File: src/rtl/cp0_exc_unit.sv
// CP0 status/cause/EPC registers, event prioritisation and PC redirect for the single-cycle core.
// Optional Count/Compare timer is built when CP0_TIMER_EN is defined.
//
// ack FSM
// state   | meaning
// --------+-------------------------------------------------------
// ST_IDLE | external interrupt may be taken
// ST_ACK  | Inta high for this single cycle
// ST_WAIT | wait for the device to drop its request
module cp0_exc_unit #(
  parameter logic [31:0] HANDLER_ADDR = 32'h0000_0008,
  parameter logic [31:0] STATUS_RESET = 32'h0000_000F
) (
  input  logic        Clk,
  input  logic        Reset,
  input  logic [31:0] Pc,
  input  logic        V,
  input  logic        ArithOv,
  input  logic        Syscall,
  input  logic        Unimpl,
  input  logic        Eret,
  input  logic        Mtc0,
  input  logic [4:0]  Rd,
  input  logic [31:0] WData,
  output logic [31:0] RData,
  input  logic        Intr,
  output logic        Inta,
  output logic        Exc,
  output logic [31:0] ExcPc
);

  typedef enum logic [1:0] {ST_IDLE, ST_ACK, ST_WAIT} ack_state_t;

  localparam logic [4:0] REG_COUNT   = 5'd9;
  localparam logic [4:0] REG_COMPARE = 5'd11;
  localparam logic [4:0] REG_STATUS  = 5'd12;
  localparam logic [4:0] REG_CAUSE   = 5'd13;
  localparam logic [4:0] REG_EPC     = 5'd14;

  ack_state_t  state_q, state_d;
  logic [31:0] status_q, status_d;
  logic [31:0] cause_q, cause_d;
  logic [31:0] epc_q, epc_d;
  logic        intr_q;
  logic [31:0] count_q, compare_q;
  logic        tmr_pend_q;

  logic        ev_unimpl, ev_ov, ev_sys, sync_ev;
  logic        ext_int, int_req, take_int, exc_event, do_eret;
  logic [1:0]  exc_code;
  logic        wr_en;
  logic [31:0] cause_rd;

  always_comb begin
    ev_unimpl = Unimpl & status_q[3];
    ev_ov     = ArithOv & V & status_q[1];
    ev_sys    = Syscall & status_q[2];
    sync_ev   = ev_unimpl | ev_ov | ev_sys;
    ext_int   = intr_q & (state_q == ST_IDLE);
    int_req   = (ext_int | tmr_pend_q) & status_q[0];
    // eret beats an interrupt, which simply stays pending for the next cycle
    take_int  = int_req & ~Eret & ~sync_ev;
    exc_event = sync_ev | take_int;
    do_eret   = Eret & ~sync_ev;
    wr_en     = Mtc0 & ~exc_event;
    if (ev_unimpl)   exc_code = 2'b10;
    else if (ev_ov)  exc_code = 2'b11;
    else if (ev_sys) exc_code = 2'b01;
    else             exc_code = 2'b00;
  end

  assign Exc   = exc_event | do_eret;
  assign ExcPc = exc_event ? HANDLER_ADDR : epc_q;
  assign Inta  = (state_q == ST_ACK);

  assign cause_rd = cause_q | {16'b0, tmr_pend_q, 6'b0, intr_q, 8'b0};

  always_comb begin
    RData = 32'b0;
    case (Rd)
      REG_COUNT:   RData = count_q;
      REG_COMPARE: RData = compare_q;
      REG_STATUS:  RData = status_q;
      REG_CAUSE:   RData = cause_rd;
      REG_EPC:     RData = epc_q;
      default:     RData = 32'b0;
    endcase
  end

  always_comb begin
    status_d = status_q;
    cause_d  = cause_q;
    epc_d    = epc_q;
    if (wr_en && Rd == REG_STATUS) status_d = WData;
    // bits 8 and 15 are live status views, never stored
    if (wr_en && Rd == REG_CAUSE)  cause_d  = WData & ~32'h0000_8100;
    if (wr_en && Rd == REG_EPC)    epc_d    = WData;
    if (exc_event) begin
      status_d      = status_q << 4;
      cause_d[3:2]  = exc_code;
      epc_d         = (exc_code == 2'b01) ? Pc + 32'd4 : Pc;
    end else if (do_eret) begin
      status_d = status_q >> 4;
    end
  end

  always_comb begin
    state_d = state_q;
    case (state_q)
      ST_IDLE: if (take_int && ext_int) state_d = ST_ACK;
      ST_ACK:  state_d = ST_WAIT;
      ST_WAIT: if (!intr_q) state_d = ST_IDLE;
      default: state_d = ST_IDLE;
    endcase
  end

  always_ff @(posedge Clk) begin
    if (Reset) begin
      state_q  <= ST_IDLE;
      status_q <= STATUS_RESET;
      cause_q  <= 32'b0;
      epc_q    <= 32'b0;
      intr_q   <= 1'b0;
    end else begin
      state_q  <= state_d;
      status_q <= status_d;
      cause_q  <= cause_d;
      epc_q    <= epc_d;
      intr_q   <= Intr;
    end
  end

`ifdef CP0_TIMER_EN
  logic wr_count, wr_compare;
  assign wr_count   = wr_en && (Rd == REG_COUNT);
  assign wr_compare = wr_en && (Rd == REG_COMPARE);

  always_ff @(posedge Clk) begin
    if (Reset) begin
      count_q    <= 32'b0;
      compare_q  <= 32'b0;
      tmr_pend_q <= 1'b0;
    end else begin
      count_q    <= wr_count ? WData : count_q + 32'd1;
      if (wr_compare) compare_q <= WData;
      // a Compare write acknowledges the timer, even against a match this edge
      tmr_pend_q <= wr_compare ? 1'b0 : (tmr_pend_q | (count_q == compare_q));
    end
  end
`else
  assign count_q    = 32'b0;
  assign compare_q  = 32'b0;
  assign tmr_pend_q = 1'b0;
`endif

endmodule

File: config.mk
export PLATFORM = sky130hd
export DESIGN_NAME = cp0_exc_unit
export DESIGN_NICKNAME = d
export VERILOG_FILES = /design/src/rtl/cp0_exc_unit.sv
export SDC_FILE = /design/constraint.sdc
export NUM_CORES = 1
export LEC_CHECK = 0
export BUFFER_PORTS_ARGS = -buffer_cell sky130_fd_sc_hd__buf_2
export CORE_UTILIZATION = 54
export CTS_BUF_LIST = sky130_fd_sc_hd__clkbuf_4 sky130_fd_sc_hd__clkbuf_8 sky130_fd_sc_hd__clkbuf_16
export DETAILED_ROUTE_END_ITERATION = 6
export PLACE_DENSITY = 0.93
export SYNTH_ARGS = -nofsm -noshare
export SYNTH_HDL_FRONTEND = slang
export SYNTH_SLANG_ARGS = --single-unit
File: constraint.sdc
create_clock -name Clk -period 3.25 [get_ports Clk]
set_input_delay 0.975 -clock Clk [delete_from_list [all_inputs] [get_ports Clk]]
set_output_delay 0.975 -clock Clk [all_outputs]
set_load 0.03 [all_outputs]
# Word level (Yosys, flattened, before mapping)
# Index checks and enable logic that the tools add are counted.
[totals]
ff_bits = 97
in_bits = 78
out_inout_bits = 66
wordCells = 58
[op_classes]
add_sub_neg = 1
n_eq_ne = 8
muxes = 16
bitwise = 18
n_reduce_logical = 9
[op_table]
columns = ["cell", "count"]
rows = [
  ["32-bit two-way mux", 7],
  ["32-bit one-hot mux with 3 select lines", 1],
  ["32-bit by 3-bit adder with 32-bit output (second input constant)", 1],
  ["32-bit by 9-bit OR with 32-bit output", 1],
  ["5-bit by 4-bit == test with 1-bit output (second input constant)", 3],
  ["1-bit AND", 10],
  ["2-bit two-way mux", 5],
  ["2-bit one-hot mux with 3 select lines", 1],
  ["2-bit by 1-bit == test with 1-bit output (second input constant)", 2],
  ["1-bit logical AND", 4],
  ["4-bit two-way mux", 1],
  ["1-bit OR", 4],
  ["2-bit nonzero test", 2],
  ["1-bit inverter", 3],
  ["3-bit nonzero test", 1],
  ["2-bit == test (second input constant)", 1],
  ["2-bit zero test", 1],
  ["2-bit by 1-bit != test with 1-bit output (second input constant)", 1],
  ["2-bit != test (second input constant)", 1],
  ["2-bit AND reduction", 1],
  ["1-bit two-way mux", 1],
]

# Longest topological paths before layout
# Gate-level depths: netlist of run 1.
[depth]
word_depth = 13
ltp_mapped = 7
depth_no_buf = 6

# Worst setup path after synthesis of run 1
# OpenSTA, ideal clock, no wires.
[synth_timing]
kind = "input -> output"
from = "input Rd[3]"
to = "output RData[12]"
arrival_ns = 2.254
t_required_ns = 2.275
slack_ns = 0.021
stages = 5
path_buffers = 1
path_cell_list = "nand2_1 nor4b_1 clkbuf_1 a222oi_1 inv_1"
[synth_between]
elab_chain_cells = 2
elab_cells_between_ends = 4
classes_between = "eq/ne: 3; mux: 1"
[synth_lines]
columns = ["element", "line_no", "text"]
rows = [
  ["start, declared", "23", "input logic [4:0] Rd,"],
  ["5-bit by 4-bit == test with 1-bit output", "80", "case (Rd)"],
  ["32-bit one-hot mux with 3 select lines (*)", "80", ""],
  ["end, declared", "25", "output logic [31:0] RData,"],
]
# Mark *: on every way between the ends. The rest lies on a longest branch, timed or not.

# Worst setup path in the final report of run 1
[layout_timing]
from = "input Rd[3]"
to = "output RData[25]"
# The elaborated chain is that of the path after synthesis.

==> flow_summary.yaml, run 1 <==
run_status:
  outcome: "finished, violations left"
  violations: "DRC, setup timing"
worst_setup_path:
  reg2reg_from: "status_q[0]"
  cp_max_fo: 7
  crit_path_cell_trace: "buf_6, nand2_4, buf_6, nor4_4, buf_6, buf_12, a222oi_1, inv_1, buf_6"
  cp-start-kind: "primary input"
  rrSetupSlack_ns: 0.96
  rr_worst_depth: 8
  rr_endpoint: "cause_q[21]"
  cp_common_cell: "buf_6"
  crit_path_end_kind: "primary output"
  cp_slowest_cell: "a222oi_1"
  critical_path_arrival_ns: 2.28
  crit_path_max_incr_delay_ns: 0.41
  setup.worst_path.class: "primary input to primary output"
  cp.required_ns: 2.27
synth:
  post_synth.cell_area_avg_sq_um: 8.00
  ys_ff_latch: 97
  synth_area_sq_um: 5720
  yosysWarnings: 0
  yosys-top-cells-area: "dfxtp_1 34%, nand2_1 7.6%, a211oi_1 7.1%"
  yosys.area.top_type_share_pct: 34.0
  synth.distinct_cells: 47
  synth_area_leader_cell: "dfxtp_1"
  synthCells: 715
  synth-main-ff-cell: "dfxtp_1"
  async_flop_share_pct: 0
  yosysSeqAreaShare_pct: 34.0
  synth_edf_count: 0
  synth_fp_nets: 794
floorplan:
  rows: 37
  die_area_sq_um: 11000
  start_util_pct: 55.6
  core_sq_um: 10300
  fp.dieW_um: 105
  ios: 144
  die_h_um: 105
clock_network:
  clkSinkCount: 97
  clk_latency_ns: 0.38
  clk_pin_slew_ns: 0.09
  cts_root_buf: "clkbuf_8"
  htreeDepth: 3
  cts_hold_buf: 0
  numCtsBuffers: 9
  cts_tree: "built"
  cts_buffer_depth: 2
worst_hold_path:
  hold_depth: 2
  min_to: "cause_q[12]"
  worstHoldStart: "cause_q[12]"
  hp-class: "flip-flop to flip-flop"
timing:
  clock-skew-final_ns: 0.0149
  slew-limit-headroom_pct: 57.8
  hold-worst-slack_ns: 0.459
  tightestPinTransition_ns: 0.634
  maxSlewViolCount: 0
  setup_viol: 1
  period_needed_ns: 3.25
  hold_viol: 0
  finalCritPeriodShare_pct: 100
  setup_ws_ns: -0.00384
  tns_ns: -0.00384
  rsz0062_at_grt: "true"
  max_freq_mhz: 307
route:
  routed_wl_mm: 18.7
  drt_iter0_markers: 982
  drtAntennaViolNets: 0
  via_count: 6320
  via_per_inst: 6.36
  first_pass_iters: 7
  drcViolationCount: 24
  wire_per_inst_um: 18.9
global_route:
  grt_pass1_vias: 5551
  overflow: 0
  antenna_found_initial: 2
  grt_use_total_pct: 32.5
  grt_max_degree: 53
  grt_pass1_wl_mm: 28.5
layout:
  final_area_sq_um: 7080
  final_common_cell: "buf_2"
  area_growth_pct: 23.9
  drive_gt1_share_pct: 25.2
  final_cell_mix: "130 x buf_2, 115 x nand2_1, 97 x dfxtp_1"
  nNetsFinal: 931
  regArea_sq_um: 1940
  multi_input_area_sq_um: 3420
  antenna_cells: 0
  fill_cells: 794
pwr:
  power.static_leakage_nw: 3.02
  power.internal_w: 0.00191
  p_sw_w: 0.00106
  p_comb_share_pct: 26.9
  p_seq_share_pct: 47.8
  p_sw_share_pct: 35.7
  p_total_w: 0.00297
  irDropWorstVdd_mv: 0.271
  powerDensity_nw_per_um2: 420
  clockPowerShare_pct: 25.3
placed_design:
  place_area_sq_um: 6730
  pre_cts_ws_ns: -0.0152
  hpwl_mm: 13.0
  globalplace.congestion: 0.896
  io_buffers: 143
job:
  maxCapViolCount: 0
[kinds of logic after synthesis]
| logic type | share of synthesized area (%) |
|---|---|
| fa+ha+maj | 0.219 |
| mux | 6.33 |
| compound gates | 24.7 |
| buf+inv | 6.98 |
| simple gates | 23.7 |
| xor+xnor | 4.14 |
| flops | 34.0 |
[sequential cells by signal (all words and copies together), names as in the netlist]
signal,flops
intr_q,1
cause_q,30
state_q,2
epc_q,32
status_q,32
[worst max path at each step]
| stage | start | end | slack, ns | cells after the start |
|---|---|---|---|---|
| after global routing | Rd[4] | RData[24] | -0.02 | 8 |
| after CTS | Rd[3] | RData[25] | 0.02 | 8 |
| after detailed placement | Rd[3] | RData[25] | -0.02 | 8 |
| final | Rd[3] | RData[25] | -0.004 | 9 |
| after floorplan | Rd[3] | RData[12] | 0.02 | 5 |
| after global placement | Rd[0] | RData[31] | 0.02 | 7 |
[metrics by stage]
step	utilization [%]	std cells
after floorplan	-	715
after global placement	65.5	970
after detailed placement	65.5	970
after CTS	67.3	986
after global routing	68.9	993
final	68.9	993
[area by class of cell]
class	instances	share of cell area, %
Clock buffer	10	1.86
Clock inverter	6	0.724
Inverter	35	1.86
Multi-Input combinational cell	522	48.4
Sequential cell	97	27.4
Tap cell	136	2.40
Timing Repair Buffer	187	17.4
[cells in the mapped netlist (all sizes together) (18+ instances only)]
cell,number
a222oi,31
mux2i,35
xnor2,27
clkbuf,41
nand2,116
o211ai,25
a21oi,63
dfxtp,97
inv,35
a211oi,55
nor2b,25
and2,35
buf,20
nor2,18
[worst max-delay path: cells and delay by family]
kind            cells  cell delay, ns
buf+inv             6            0.75
simple gates        2            0.13
compound gates      1            0.41
[timing repair]
action                                  CTS  global route
buffers inserted                          0             5
resized for setup                         1            32
endpoints found under the setup margin    2            20
cloned                                    0             2
pin swaps                                 2             4
[power by group through the flow]
stage	Clock (W)	Combinational (W)	Sequential (W)
after floorplan	0	0.000522	0.00139
after global placement	0	0.000747	0.00143
after detailed placement	0	0.000766	0.00144
after CTS	0.000744	0.000772	0.00141
after global routing	0.000790	0.000860	0.00143
final	0.000752	0.000801	0.00142
[routing by layer]
layer	part of all wire, %	GRT usage (%)
met1	38	43.7
met2	47	51.5
met3	12	5.93
met4	2.7	13.1
met5	0	0
(Power assumes the default switching activity.)
==> run 2, diff against run 1 <==
--- a/config.mk
+++ b/config.mk
@@ -10,2 +10,3 @@
 export CTS_BUF_LIST = sky130_fd_sc_hd__clkbuf_4 sky130_fd_sc_hd__clkbuf_8 sky130_fd_sc_hd__clkbuf_16
+export CTS_CLUSTER_DIAMETER = 80
 export DETAILED_ROUTE_END_ITERATION = 6
==> constraint.sdc (replaced) <==
create_clock -name Clk -period 3.7 [get_ports Clk]
set_input_delay 0.74 -clock Clk [delete_from_list [all_inputs] [get_ports Clk]]
set_output_delay 0.74 -clock Clk [all_outputs]
set_load 0.03 [all_outputs]
==> flow_summary.yaml, run 2 (synthesis gave the netlist of run 1 again) <==
run_status:
  outcome: "finished, violations left"
  violations: "DRC"
job:
  maxCapViolCount: 0
clock_network:
  clk_pin_slew_ns: 0.09
  clk_latency_ns: 0.37
  cts_hold_buf: 0
  ctsResizeCount: 0
  cts_tree: "built"
  post_cts_buffers: 0
  clkSinkCount: 97
  cts_root_buf: "clkbuf_8"
  numCtsBuffers: 9
  cts_buffer_depth: 2
  htreeDepth: 3
layout:
  area_growth_pct: 17.4
  instances_no_fill: 967
  drive_gt1_share_pct: 22.6
  final_util_pct: 65.3
  final_common_cell: "buf_2"
  antenna_cells: 0
  fill_cells: 872
  largest_registers: "epc_q: 32 flops, status_q: 32 flops, cause_q: 30 flops"
  final_cell_mix: "143 x buf_2, 116 x nand2_1, 97 x dfxtp_1"
  nNetsFinal: 905
worst_setup_path:
  rr_endpoint: "status_q[8]"
  crit_path_cell_trace: "buf_2, nand2_1, nor4b_2, buf_4, buf_4, a222oi_1, inv_1, buf_2"
  setup.worst_path.class: "primary input to primary output"
  critical_path_arrival_ns: 2.24
  crit_path_max_incr_delay_ns: 0.27
  cp-start-kind: "primary input"
  startpoint: "Rd[2]"
  reg2reg_from: "status_q[0]"
  cp_slowest_cell: "buf_4"
  rrSetupSlack_ns: 1.34
  crit_family: "buffers and inverters"
  path_buf_inv: 5
  rr_worst_depth: 5
  cp.required_ns: 2.96
  crit_path_end_kind: "primary output"
  cp_max_fo: 17
placed_design:
  globalplace.congestion: 0.927
  io_buffers: 143
  dp.cells: 951
  pre_cts_ws_ns: 0.756
  hpwl_mm: 12.4
timing:
  rsz0062_at_grt: "false"
  hold-worst-slack_ns: 0.461
  tightestPinTransition_ns: 0.944
  max_freq_mhz: 335
  finalCritPeriodShare_pct: 80.7
  slew-limit-headroom_pct: 37.1
  setup_ws_ns: 0.716
  clock-skew-final_ns: 0.0155
  maxSlewViolCount: 0
  tns_ns: 0
  hold_viol: 0
  period_needed_ns: 2.98
  setup_viol: 0
floorplan:
  die_h_um: 105
  core_sq_um: 10300
  rows: 37
  die_area_sq_um: 11000
  fp.dieW_um: 105
  ios: 144
  start_util_pct: 55.6
global_route:
  grt_max_degree: 98
  grt_use_total_pct: 31.6
  grt_pass1_vias: 5411
  grt_pass1_wl_mm: 27.9
  overflow: 0
  antenna_found_initial: 0
pwr:
  powerDensity_nw_per_um2: 388
  irDropWorstVdd_mv: 0.200
  power.static_leakage_nw: 2.86
route:
  drcViolationCount: 8
  drt_iter0_markers: 957
  drtAntennaViolNets: 0
  routed_wl_mm: 17.7
  via_count: 6164
  first_pass_iters: 7
  via_per_inst: 6.37
  wire_per_inst_um: 18.3
worst_hold_path:
  hp-class: "flip-flop to flip-flop"
  worstHoldStart: "cause_q[25]"
  hold_depth: 2
  min_to: "cause_q[25]"
==> run 2: where the power goes <==
part	switching (W)	total, W	leakage (nW)	internal (W)
clock	0.000383	0.000707	0.104	0.000323
combinational	0.000408	0.000652	1.96	0.000245
sequential	0.000107	0.00125	0.798	0.00114
==> run 2: per-layer routing <==
metal	up-vias	GRT usage, %	wire length, um
met3	58	4.49	1850
li1	2829	-	-
met2	437	48.8	8010
met4	0	12.1	522
met5	-	0	0
met1	2840	44.4	7310
==> run 2: how the worst max path moves through the flow <==
stage	to	cells after the start
global route	RData[12]	8
finish	RData[4]	8
floorplan	RData[12]	5
detailed placement	RData[4]	8
CTS	RData[4]	8
global placement	RData[17]	8
==> run 2: final cells by class <==
| type | instances | area [sq um] | area share (%) |
|---|---|---|---|
| sequential | 97 | 1940 | 28.9 |
| clock inverter | 6 | 66.3 | 0.988 |
| tap | 136 | 170 | 2.54 |
| multi-input combinational | 522 | 3410 | 50.8 |
| inverter | 35 | 131 | 1.96 |
| clock buffer | 10 | 131 | 1.96 |
| timing repair buffer | 161 | 863 | 12.9 |
==> run 2: worst register-to-register path: stages, from the launching register on <==
cell and delay, ns:
dfxtp_1 0.44, nand4bb_1 0.25, o211ai_4 0.37, a211o_1 0.79
o211ai_1 0.25, a21oi_1 0.19
==> run 2: stage by stage <==
step,total power [W],instance area [sq um]
floorplan,0.00168,5720
global placement,0.00188,6510
detailed placement,0.00190,6510
CTS,0.00259,6710
global route,0.00270,6710
finish,0.00261,6710
==> run 3, diff against run 2 <==
ABC_AREA = 1   (was unset)
clock period = 2.8 ns   (was 3.7 ns; I/O delays follow)
==> flow_summary.yaml, run 3 <==
route:
  wire_per_inst_um: 16.6
  drtAntennaViolNets: 0
  via_count: 7103
  drcViolationCount: 0
  first_pass_iters: 5
  via_per_inst: 5.97
  routed_wl_mm: 19.8
  drt_iter0_markers: 808
layout:
  nNetsFinal: 1128
  largest_registers: "epc_q: 32 flops, status_q: 32 flops, cause_q: 30 flops"
  area_growth_pct: 18.1
  regArea_sq_um: 1940
  final_area_sq_um: 6950
  final_common_cell: "nand2_1"
  multi_input_area_sq_um: 3190
  drive_gt1_share_pct: 19.2
  final_util_pct: 66.4
  antenna_cells: 0
  fill_cells: 945
  final_cell_mix: "205 x nand2_1, 143 x buf_2, 131 x inv_1"
worst_hold_path:
  hp-class: "primary input to flip-flop"
global_route:
  grt_max_degree: 69
  grt_use_total_pct: 35.2
  grt_pass1_wl_mm: 31.4
  grt_pass1_vias: 6364
  overflow: 0
  antenna_found_initial: 1
clock_network:
  ctsResizeCount: 0
  post_cts_buffers: 0
  cts_tree: "built"
  htreeDepth: 3
  cts_hold_buf: 0
  numCtsBuffers: 9
  clk_pin_slew_ns: 0.10
  cts_root_buf: "clkbuf_8"
  clkSinkCount: 97
  clk_latency_ns: 0.37
  cts_buffer_depth: 2
worst_setup_path:
  cp.required_ns: 2.24
  rr_worst_depth: 10
  cp-start-kind: "flip-flop"
  reg2reg_from: "status_q[1]"
  rrSetupSlack_ns: 0.47
  setup.worst_path.class: "flip-flop to primary output"
  crit_path_end_kind: "primary output"
  cp_max_fo: 24
  startpoint: "status_q[1]"
  critical_path_arrival_ns: 2.16
  rr_endpoint: "status_q[4]"
  endpoint: "ExcPc[20]"
synth:
  synth_edf_count: 0
  yosysMostFrequentCell: "nand2_1"
  synth_top_family_by_area: "simple AND/OR/NAND/NOR gates"
  synth.distinct_cells: 34
  synth-xor-area-share_pct: 1.04
  ys_ff_latch: 97
  synth-simple-area-share_pct: 27.1
  yosys.area.top_type_share_pct: 33.0
  synth-main-ff-cell: "dfxtp_1"
  synth_compound_area_share_pct: 25.5
  async_flop_share_pct: 0
  synth_fp_nets: 1006
  synth_area_sq_um: 5880
  synthCells: 927
  synthAdderAreaFrac_pct: 0.213
  yosysSeqAreaShare_pct: 33.0
  yosys-top-cells-area: "dfxtp_1 33%, nand2_1 13%, inv_1 8.4%"
  synth_area_leader_cell: "dfxtp_1"
  ys_top_cells_by_count: "206 x nand2_1, 131 x inv_1, 97 x dfxtp_1, 94 x nor2_1, 87 x o21ai_0"
  yosysWarnings: 0
  synthMuxAreaShare_pct: 0
  post_synth.cell_area_avg_sq_um: 6.35
pwr:
  powerDensity_nw_per_um2: 515
  irDropWorstVdd_mv: 0.366
  power.static_leakage_nw: 3.14
timing:
  finalCritPeriodShare_pct: 97.3
  slew-limit-headroom_pct: 65.5
  tightestPinTransition_ns: 0.517
  hold_viol: 0
  period_needed_ns: 2.72
  tns_ns: 0
  maxSlewViolCount: 0
  clock-skew-final_ns: 0.0141
  max_freq_mhz: 367
  rsz0062_at_grt: "false"
  setup_viol: 0
  setup_ws_ns: 0.0769
floorplan:
  ios: 144
  rows: 37
  start_util_pct: 56.2
  core_sq_um: 10500
  die_h_um: 106
  fp.dieW_um: 106
  die_area_sq_um: 11300
job:
  maxCapViolCount: 0
run_status:
  outcome: "finished clean"
placed_design:
  globalplace.congestion: 0.966
  hpwl_mm: 14.7
  pre_cts_ws_ns: 0.220
  place_area_sq_um: 6750
  io_buffers: 143
==> run 3: worst min path at each step <==
stage | slack, ns | from | endpoint | cells past startpoint
after floorplan | 0.43 | cause_q[19] | cause_q[19] | 2
after global placement | 0.45 | cause_q[1] | cause_q[1] | 2
after detailed placement | 0.45 | cause_q[19] | cause_q[19] | 2
after CTS | 0.39 | Intr | intr_q | 3
after global routing | 0.41 | Intr | intr_q | 3
final | 0.39 | Intr | intr_q | 3
==> run 3: power breakdown <==
| group | total, W | internal [W] | leakage (nW) | switching, W |
|---|---|---|---|---|
| clock network | 0.000922 | 0.000432 | 0.100 | 0.000490 |
| registers | 0.00165 | 0.00152 | 0.798 | 0.000122 |
| logic | 0.00101 | 0.000322 | 2.24 | 0.000687 |
==> run 3: cells by family (layout without fill, tap and decap cells) <==
kind of cell	Yosys count	in the layout
DFF	97	97
xor gates and xnor gates	7	7
and+or+nand+nor	377	377
buffers and inverters	191	318
adders and majority gates	1	1
AOI/OAI and AO/OA	254	254
==> run 3: layer usage <==
layer | up-vias | routed length [um] | GRT usage, % | part of all wire (%)
li1 | 3319 | - | - | -
met1 | 3164 | 7570 | 44.6 | 38
met2 | 542 | 8870 | 56.7 | 45
met3 | 78 | 2390 | 7.79 | 12
met4 | 0 | 942 | 16.3 | 4.8
met5 | - | 0 | 0 | 0
==> run 3: worst max-delay path, stage by stage, from the launching register on <==
cell     delay (ns)
dfxtp_1        0.36
nand3_2        0.12
nand2_1        0.09
nor2_1         0.22
nand2_4        0.24
buf_4          0.27
nor2_1         0.23
buf_2          0.25
==> run 3: layout make-up <==
class | instances | share of cell area [%]
sequential | 97 | 28.0
timing repair buffer | 166 | 13.5
inverter | 136 | 7.35
clock inverter | 5 | 0.811
clock buffer | 11 | 2.00
multi-input combinational | 639 | 45.9
tap | 136 | 2.45
==> run 3: through the flow <==
stage,total power [W],instances,hold slack [ns]
4_1_cts,0.00355,1190,0.393
5_1_grt,0.00374,1190,0.406
3_5_place_dp,0.00265,1174,0.450
3_3_place_gp,0.00262,1174,0.446
6_report,0.00358,1190,0.395
2_1_floorplan,0.00230,927,0.429
